--- src/rtl/simd_pkg.sv ---
// simd_pkg: shared types and encodings for the SIMD unpack datapath.
//   lane_mode_t    : lane width encoding (code 3 is reserved and treated as W32)
//   word_t         : 32-bit packed SIMD word, lane 0 in the LSBs
//   unpack_state_t : handshake FSM states of simd_unpack
//   lane_count()   : number of lanes carried by a word in a given mode
package simd_pkg;

    typedef enum logic [1:0] {
        MODE_W32  = 2'd0,
        MODE_W16  = 2'd1,
        MODE_W8   = 2'd2,
        MODE_RSVD = 2'd3
    } lane_mode_t;

    typedef logic [31:0] word_t;

    typedef enum logic {
        ST_IDLE = 1'b0,
        ST_EMIT = 1'b1
    } unpack_state_t;

    function automatic logic [2:0] lane_count(input lane_mode_t mode);
        case (mode)
            MODE_W16: return 3'd2;
            MODE_W8:  return 3'd4;
            default:  return 3'd1;
        endcase
    endfunction

endpackage

--- src/rtl/simd_lane_extract.sv ---
// simd_lane_extract: combinational lane selection and extension to 32 bits.
//   word [31:0] : packed SIMD word, lane 0 in the LSBs
//   mode [1:0]  : simd_pkg::lane_mode_t lane width (reserved code acts as W32)
//   idx  [1:0]  : lane index to extract
//   sext        : 1 = sign-extend 8/16-bit lanes, 0 = zero-extend
//   lane [31:0] : selected lane, extended to 32 bits
module simd_lane_extract
    import simd_pkg::*;
(
    input  logic [31:0] word,
    input  logic [1:0]  mode,
    input  logic [1:0]  idx,
    input  logic        sext,
    output logic [31:0] lane
);

    logic [15:0] half_sel;
    logic [7:0]  byte_sel;

    always_comb begin
        half_sel = '0;
        byte_sel = '0;
        lane     = '0;
        case (lane_mode_t'(mode))
            MODE_W16: begin
                half_sel = idx[0] ? word[31:16] : word[15:0];
                lane     = {{16{sext & half_sel[15]}}, half_sel};
            end
            MODE_W8: begin
                case (idx)
                    2'd0:    byte_sel = word[7:0];
                    2'd1:    byte_sel = word[15:8];
                    2'd2:    byte_sel = word[23:16];
                    default: byte_sel = word[31:24];
                endcase
                lane = {{24{sext & byte_sel[7]}}, byte_sel};
            end
            default: lane = word;
        endcase
    end

endmodule

--- src/rtl/simd_unpack.sv ---
// simd_unpack: splits a packed SIMD word into its lanes, one lane per
// downstream transfer, with valid/ready handshakes on both sides.
//   clk, rst_n         : clock, asynchronous active-low reset
//   in_vld / in_rdy    : input word handshake
//   in_mode [1:0]      : lane width (simd_pkg::lane_mode_t)
//   in_signed          : sign-extend lanes (only with SIMD_UNPACK_SEXT_EN)
//   in_word [31:0]     : packed word, lane 0 in the LSBs
//   out_vld / out_rdy  : lane output handshake
//   out_lane [31:0]    : extracted lane, extended to 32 bits
//   out_idx [1:0]      : lane index of out_lane
//   out_last           : final lane of the current word
// Optional feature macro: SIMD_UNPACK_SEXT_EN (adds in_signed port).
module simd_unpack
    import simd_pkg::*;
(
    input  logic        clk,
    input  logic        rst_n,
    input  logic        in_vld,
    output logic        in_rdy,
    input  logic [1:0]  in_mode,
`ifdef SIMD_UNPACK_SEXT_EN
    input  logic        in_signed,
`endif
    input  logic [31:0] in_word,
    output logic        out_vld,
    input  logic        out_rdy,
    output logic [31:0] out_lane,
    output logic [1:0]  out_idx,
    output logic        out_last
);

    unpack_state_t state_q, state_d;
    word_t         word_q;
    lane_mode_t    mode_q;
    logic [1:0]    idx_q, idx_d;
    logic          sext_cur;
    logic [2:0]    last_idx;
    logic          in_xfer, out_xfer;

`ifdef SIMD_UNPACK_SEXT_EN
    logic          sext_q;

    always_ff @(posedge clk or negedge rst_n) begin
        if (!rst_n) begin
            sext_q <= 1'b0;
        end else if (in_xfer) begin
            sext_q <= in_signed;
        end
    end

    assign sext_cur = sext_q;
`else
    assign sext_cur = 1'b0;
`endif

    assign last_idx = lane_count(mode_q) - 3'd1;
    assign out_vld  = (state_q == ST_EMIT);
    assign out_last = out_vld && ({1'b0, idx_q} == last_idx);
    // Ready when idle, or when the final lane leaves this cycle so the next
    // word can be loaded without a bubble.
    assign in_rdy   = !out_vld || (out_rdy && out_last);
    assign in_xfer  = in_vld && in_rdy;
    assign out_xfer = out_vld && out_rdy;
    assign out_idx  = idx_q;

    always_comb begin
        state_d = state_q;
        idx_d   = idx_q;
        case (state_q)
            ST_IDLE: begin
                if (in_xfer) begin
                    state_d = ST_EMIT;
                    idx_d   = '0;
                end
            end
            ST_EMIT: begin
                if (out_xfer) begin
                    if (out_last) begin
                        idx_d   = '0;
                        state_d = in_xfer ? ST_EMIT : ST_IDLE;
                    end else begin
                        idx_d = idx_q + 2'd1;
                    end
                end
            end
            default: begin
                state_d = ST_IDLE;
                idx_d   = '0;
            end
        endcase
    end

    always_ff @(posedge clk or negedge rst_n) begin
        if (!rst_n) begin
            state_q <= ST_IDLE;
            idx_q   <= '0;
        end else begin
            state_q <= state_d;
            idx_q   <= idx_d;
        end
    end

    // Word is cleared on reset so out_lane reads zero while in reset.
    always_ff @(posedge clk or negedge rst_n) begin
        if (!rst_n) begin
            word_q <= '0;
            mode_q <= MODE_W32;
        end else if (in_xfer) begin
            word_q <= in_word;
            mode_q <= lane_mode_t'(in_mode);
        end
    end

    simd_lane_extract u_extract (
        .word (word_q),
        .mode (mode_q),
        .idx  (idx_q),
        .sext (sext_cur),
        .lane (out_lane)
    );

endmodule

--- config.mk ---
export PLATFORM = sky130hd
export DESIGN_NAME = simd_unpack
export DESIGN_NICKNAME = d
export VERILOG_FILES = /design/src/rtl/simd_pkg.sv /design/src/rtl/simd_lane_extract.sv /design/src/rtl/simd_unpack.sv
export SDC_FILE = /design/constraint.sdc
export NUM_CORES = 1
export LEC_CHECK = 0
export ABC_AREA = 1
export ABC_CLOCK_PERIOD_IN_PS = 2500
export BUFFER_PORTS_ARGS = -buffer_cell sky130_fd_sc_hd__buf_2
export CORE_ASPECT_RATIO = 1.5
export CORE_MARGIN = 1.5
export CORE_UTILIZATION = 56
export DETAILED_ROUTE_END_ITERATION = 6
export PLACE_DENSITY = 0.86
export SYNTH_ARGS = -nofsm -noshare
export SYNTH_HDL_FRONTEND = slang
export SYNTH_HIERARCHICAL = 1
export SYNTH_SLANG_ARGS = --single-unit
--- constraint.sdc ---
create_clock -name clk -period 2.5 [get_ports clk]
set_input_delay 0 -clock clk [delete_from_list [all_inputs] [get_ports clk]]
set_output_delay 0 -clock clk [all_outputs]
set_load 0.01 [all_outputs]
==> impl_results.md, run 1 <==
- Core Box Area: 4282 um2
- CP max stage delay: 0.51 ns
- DRT antenna net count: 0
- Sequential fraction of the synthesis area: 0.3635
- CTS tree: done
- Fillcell total: 351
- Synthesis warning total: 6
- Peak VDD IR: 1144 uV
- Minimum clock period: 2.053 ns
- CTS Sinks: 37
- Worst hold-check path type: in2reg
- Critical path launch point type: register
- Htree depth: 2
- Per-cell routed wire length: 14.54 um
- Vias after detailed routing: 3004
- Critical-path cell list: inv_1 > ha_1 > inv_1 > nand2_1 > o21ai_0 > a21oi_1 > buf_2
- Clock buffer depth: 2
- Layout cells sized above 1: 0.2053
- Final Cycle Share: 0.8213
- Drt pass-1 iters: 7
- Power per cell area: 1467 nW/um2
- Die W: 58.07 um
- Synth Instances: 390
- Family with the most delay on the worst path: buffers and inverters
- Final core utilization: 0.7656
- Worst reg2reg setup slack: 0.54 ns
- CP startpoint: mode_q[0]
- Violated checks: design-rule violations
- I/O pins: 75
- Critical Path End: out_lane[14]
- Initial Util: 0.5950
- Worst-Margin Slew: 0.8384 ns
- Antenna violations before repair: 0
- Netlist Area Pre-Place: 2547 um2
- First-pass GRT wire length: 12880 um
- Setup TNS: 0 ns
- Total Wirelength: 7749 um
- Critical path class: reg2out
- R2R cell count: 7
- Clock latency on the worst-skew pair: 0.29 ns
- Vias in the first global route: 2793
- GRT overflow: 0
- Yosys reg bits: 37
- Largest net degree at the start of global routing: 38
- # Max-Cap Violations: 0
- Yosys cell types: 25
- Hold Vio Cnt, Final: 0
- Starting DRT DRC Count: 248
- Hold WS: 0.006315 ns
- Synth Area per Inst: 6.532 um2
- I/O Buffers: 74
- Worst rel slew slack: 0.4411
- Root buf cell: clkbuf_8
- Levels on crit path: 7
- Reg-to-reg critical path startpoint: out_idx[1]
- Buf+Inv Stages, Crit Path: 3
- Critical path's slowest cell: inv_1
- Post-CTS Resized: 0
- Setup WS post-layout: 0.4466 ns
- Die extent in y: 85.61 um
- Critical path arrival: 2.05 ns
- RSZ-0062 raised after global routing: no
- Area grow syn2layout: 28.68%
- GPL Wtd Cong: 0.8972
- CP Max Fanout: 23
- Max Clock Freq: 487.0 MHz
- GRT Overall Usage: 0.3334
- Antenna diode count: 0
- Post-Place Setup Slack: 0.5981 ns
- Vias per cell: 5.636
- Final max-slew violation count: 0
- Status: finished with violations
- Final Skew: 0.004941 ns
- Critical Path Most Common Cell: inv_1
- Site Rows: 29
- R2R Path End: word_q[22]
- # nets final: 530
- Element type at the critical path end: output pin
- Detailed Place HPWL: 5038 um
- CTS Buf Count: 5
- CTS clk-pin slew, worst paths: 0.07 ns
- Final setup violation count: 0
- Worst endpoint required time: 2.50 ns
- DRC violations left: 2
- Leakage: 1.888 nW
- Area of the die: 4971 um2
-- area by class of cell --
type	instances	area, um2	share of cell area
tap	46	57.56	0.01756
multi-input combinational	311	1401	0.4275
sequential	37	925.9	0.2824
clock inverter	1	5.005	0.001527
inverter	21	78.83	0.02405
timing repair buffer	112	740.7	0.2260
clock buffer	5	68.82	0.02099
-- per-stage QoR --
step / instance area, um2 / std cells / total power (W)
global route: 3278 / 533 / 0.005256
CTS: 3278 / 533 / 0.004738
detailed placement: 2864 / 493 / 0.004309
floorplan: 2551 / 391 / 0.003397
finish: 3278 / 533 / 0.004808
global placement: 2864 / 493 / 0.004218
-- placed cells by master (no fill, tap or decap) --
cell,netlist,final
xor2_1,1,1
nor2_1,34,34
clkinv_2,0,1
ha_1,4,4
nand2_1,165,165
nand4_1,2,2
nand3_2,1,1
a21boi_2,1,1
nor2_2,2,2
a31oi_1,4,4
nand3_1,38,38
clkbuf_8,0,5
o21ai_0,25,25
nand2_2,2,2
or2_2,4,4
inv_1,20,20
buf_4,5,4
nand4_2,2,2
dlygate4sd3_1,0,34
a21oi_1,21,21
conb_1,1,2
nand2_4,3,3
buf_2,5,74
inv_2,1,1
dfrtp_1,37,37
-- worst min path at each step --
stage                     depth (start not counted)       start         end
after floorplan                                   0       rst_n   mode_q[0]
after CTS                                         3  in_word[3]   word_q[3]
final                                             3  in_word[3]   word_q[3]
after global placement                            1       rst_n  word_q[30]
after detailed placement                          1       rst_n     out_vld
after global routing                              3  in_word[3]   word_q[3]
-- tightest hold or removal path: stages --
cell and delay (ns):
buf_2 0.08, nand3_1 0.10, nand2_1 0.08
-- power breakdown --
group	switching, W	internal [W]
Combinational	0.00201	0.00117
Sequential	0.000365	0.000884
Clock	0.000203	0.000183
Total	0.00257	0.00223
-- what timing repair did --
item                      CTS  global route
buffers inserted            0             0
hold endpoints to repair   70             0
hold buffers               34             0
-- sequential cells by signal, indices dropped and copies added, names as in the netlist --
signal   flops
out_idx      2
mode_q       2
word_q      32
out_vld      1
-- synth_stat cells, drive strengths merged --
cell	count	area (um2)
a21boi	1	11.26
a21oi	21	105.1
a31oi	4	25.02
buf	16	122.6
clkbuf	6	22.52
conb	1	3.750
dfrtp	37	925.9
ha	4	50.05
inv	21	78.82
nand2	170	665.6
nand3	39	200.2
nand4	4	37.53
nor2	36	140.1
o21ai	25	125.1
or2	4	25.02
xor2	1	8.760
-- logic make-up (layout without fill, tap and decap cells) --
family | Yosys count | count (layout) | share of synthesized area
compound gates | 51 | 51 | 0.1046
buf+inv | 43 | 139 | 0.08791
other cells | 1 | 2 | 0.001472
simple gates | 253 | 253 | 0.4194
flops | 37 | 37 | 0.3635
fa+ha+maj | 4 | 4 | 0.01965
xor+xnor | 1 | 1 | 0.003439
-- layer usage --
layer	up-vias	share of wire	global-route usage
met5	-	0	0
met4	0	0.039	0.1564
met3	22	0.062	0.05128
met2	147	0.52	0.5764
met1	1404	0.38	0.3980
li1	1431	-	-
Power figures use the tool's default switching activity.
==> inputs of run 2 (changes only) <==
--- a/config.mk
+++ b/config.mk
@@ -6,13 +6,13 @@
 export NUM_CORES = 1
 export LEC_CHECK = 0
 export ABC_AREA = 1
-export ABC_CLOCK_PERIOD_IN_PS = 2500
+export ABC_CLOCK_PERIOD_IN_PS = 2000
 export BUFFER_PORTS_ARGS = -buffer_cell sky130_fd_sc_hd__buf_2
 export CORE_ASPECT_RATIO = 1.5
 export CORE_MARGIN = 1.5
-export CORE_UTILIZATION = 56
+export CORE_UTILIZATION = 52
 export DETAILED_ROUTE_END_ITERATION = 6
-export PLACE_DENSITY = 0.86
+export PLACE_DENSITY = 0.8
 export SYNTH_ARGS = -nofsm -noshare
 export SYNTH_HDL_FRONTEND = slang
 export SYNTH_HIERARCHICAL = 1
==> constraint.sdc (replaced) <==
create_clock -name clk -period 2 [get_ports clk]
set_input_delay 0 -clock clk [delete_from_list [all_inputs] [get_ports clk]]
set_output_delay 0 -clock clk [all_outputs]
set_load 0.01 [all_outputs]
==> run 2 against run 1 <==
Effect of this change:
- the run now ends clean
- sequential cell count stayed put
- clock power up 75%
- sequential share of layout area is 1.2 points lower
- combinational power up 32%
- core utilization is 4.5 points lower
- routed wire length is 2.3% lower
- via count grew 0.97%
- global-route usage decreased by 3.9 points
- cell count increased by 5.4%
- non-clock buffer count grew 5
- first-iteration DRC count fell by 19%
- worst setup slack worse by 0.33 ns
- critical endpoint is now in_rdy
- highest routed layer unchanged
==> impl_results.md, run 2 (synthesized netlist as in run 1, its figures left out) <==
- Status: finished clean
- Hold Vio Cnt, Final: 0
- Worst-Margin Slew: 0.8204 ns
- R2R Path End: word_q[1]
- Hold Path Depth: 3
- # Max-Cap Violations: 0
- Post-CTS setup buffers: 0
- Largest net degree at the start of global routing: 38
- GRT Overall Usage: 0.2948
- DRC violations left: 0
- Clock latency on the worst-skew pair: 0.29 ns
- Worst hold-check path type: in2reg
- Site Rows: 31
- Layout cells sized above 1: 0.2278
- I/O pins: 75
- Total Wirelength: 7571 um
- Htree depth: 2
- CTS tree: done
- Power per cell area: 1868 nW/um2
- GPL Wtd Cong: 0.8925
- Final max-slew violation count: 0
- Per-cell routed wire length: 13.47 um
- CTS clk-pin slew, worst paths: 0.08 ns
- GRT overflow: 0
- First-pass GRT wire length: 11840 um
- GR Util met2: 0.4941
- CP Max Fanout: 18
- Critical Path End: in_rdy
- Element type at the critical path end: output pin
- Drt pass-1 iters: 5
- Sw Share: 0.5120
- Gr busiest metal: met2
- Final Cycle Share: 0.9403
- Antenna violations before repair: 0
- Setup TNS: 0 ns
- Root buf cell: clkbuf_8
- Final core utilization: 0.7204
- Area of the die: 5337 um2
- Die extent in y: 88.72 um
- Multi-input gate area: 1416 um2
- P_sw: 0.003287 W
- Final Power: 0.006419 W
- Worst reg2reg setup slack: 0.22 ns
- Pint: 0.003132 W
- Antenna diode count: 0
- Vias in the first global route: 2651
- # nets final: 537
- Largest register by flop count: word_q
- Minimum clock period: 1.881 ns
- CTS Sinks: 37
- R2R cell count: 10
- Starting DRT DRC Count: 202
- GR met3 Demand/Resource: 0.03947
- CP startpoint: mode_q[0]
- Vias after detailed routing: 3033
- Register Area: 928.4 um2
- Critical path arrival: 1.88 ns
- Reg-to-reg critical path startpoint: mode_q[0]
- Detailed Place HPWL: 4985 um
- Max reg flops: 32
- Core Box Area: 4771 um2
- Critical path class: reg2out
- Leakage: 1.924 nW
- Fillcell total: 417
- Sequential Power Share: 0.245
- RSZ-0062 raised after global routing: no
- Area grow syn2layout: 34.92%
- Die W: 60.15 um
- Max Clock Freq: 531.7 MHz
- Comb power frac: 0.649
- Clock power share: 0.105
- Vias per cell: 5.397
- Worst endpoint required time: 2.00 ns
- Clock buffer depth: 2
- GR Layer Usage met1: 0.3606
- Most frequent cells in the layout: nand2_1 (165), buf_2 (74), nand3_1 (38), dlygate4sd3_1 (35), dfrtp_1 (35)
- CTS Buf Count: 5
- Peak VDD IR: 1467 uV
- Final Skew: 0.009896 ns
- DRT antenna net count: 0
- Critical path launch point type: register
- I/O Buffers: 74
- Most common cell after layout, fill and taps aside: nand2_1
- Initial Util: 0.5340
- Final setup violation count: 0
- Worst rel slew slack: 0.4531
## run 2: metrics by stage
step	instances	hold WS (ns)	setup WS, ns	area, um2
global route	562	0.04234	0.009583	3437
CTS	560	0.01760	0.005990	3393
finish	562	0.02740	0.1194	3437
floorplan	391	-0.2956	0.4379	2551
detailed placement	517	0.1367	0.2883	2919
global placement	517	0.1284	0.3302	2919
## run 2: how the worst min path moves through the flow
stage                  from         end  slack [ns]
finish              out_rdy  out_idx[0]        0.03
global route        out_rdy  out_idx[0]        0.04
CTS                 out_rdy  out_idx[0]        0.02
detailed placement    rst_n   word_q[9]        0.14
global placement      rst_n   word_q[9]        0.13
floorplan             rst_n   mode_q[0]       -0.30
## run 2: area by class of cell
class                           count  share of cell area
Sequential cell                    37              0.2701
Timing Repair Buffer              117              0.2304
Tap cell                           66             0.02403
Inverter                           21             0.02403
Clock inverter                      2             0.01092
Timing Repair inverter              2            0.004368
Multi-Input combinational cell    311              0.4121
Clock buffer                        6             0.02403
## run 2: critical path, stage by stage (launching register included)
cell and delay [ns]:
dfrtp_1 0.42, inv_1 0.07, ha_1 0.31, inv_1 0.06, nand2_1 0.04, nand2_1 0.08
nand4_2 0.12, nand2_4 0.10, buf_4 0.22, buf_2 0.16
## run 2: repair_timing
item	in CTS	in global routing
endpoints found under the hold margin	71	0
gates resized for setup	1	10
gates cloned	0	2
pin swaps	0	0
hold buffers	35	0
setup endpoints to repair	3	17
## run 2: power by group through the flow
stage | combinational, W | sequential, W | clock (W)
floorplan | 0.00284 | 0.00141 | 0
global placement | 0.00383 | 0.00155 | 0
detailed placement | 0.00390 | 0.00156 | 0
CTS | 0.00398 | 0.00155 | 0.000684
global route | 0.00466 | 0.00161 | 0.000719
finish | 0.00417 | 0.00158 | 0.000676
## run 2: routing by layer
layer,up-vias,wire length (um)
li1,1444,-
met1,1408,2867
met2,151,3956
met3,30,395
met4,0,352
met5,-,0
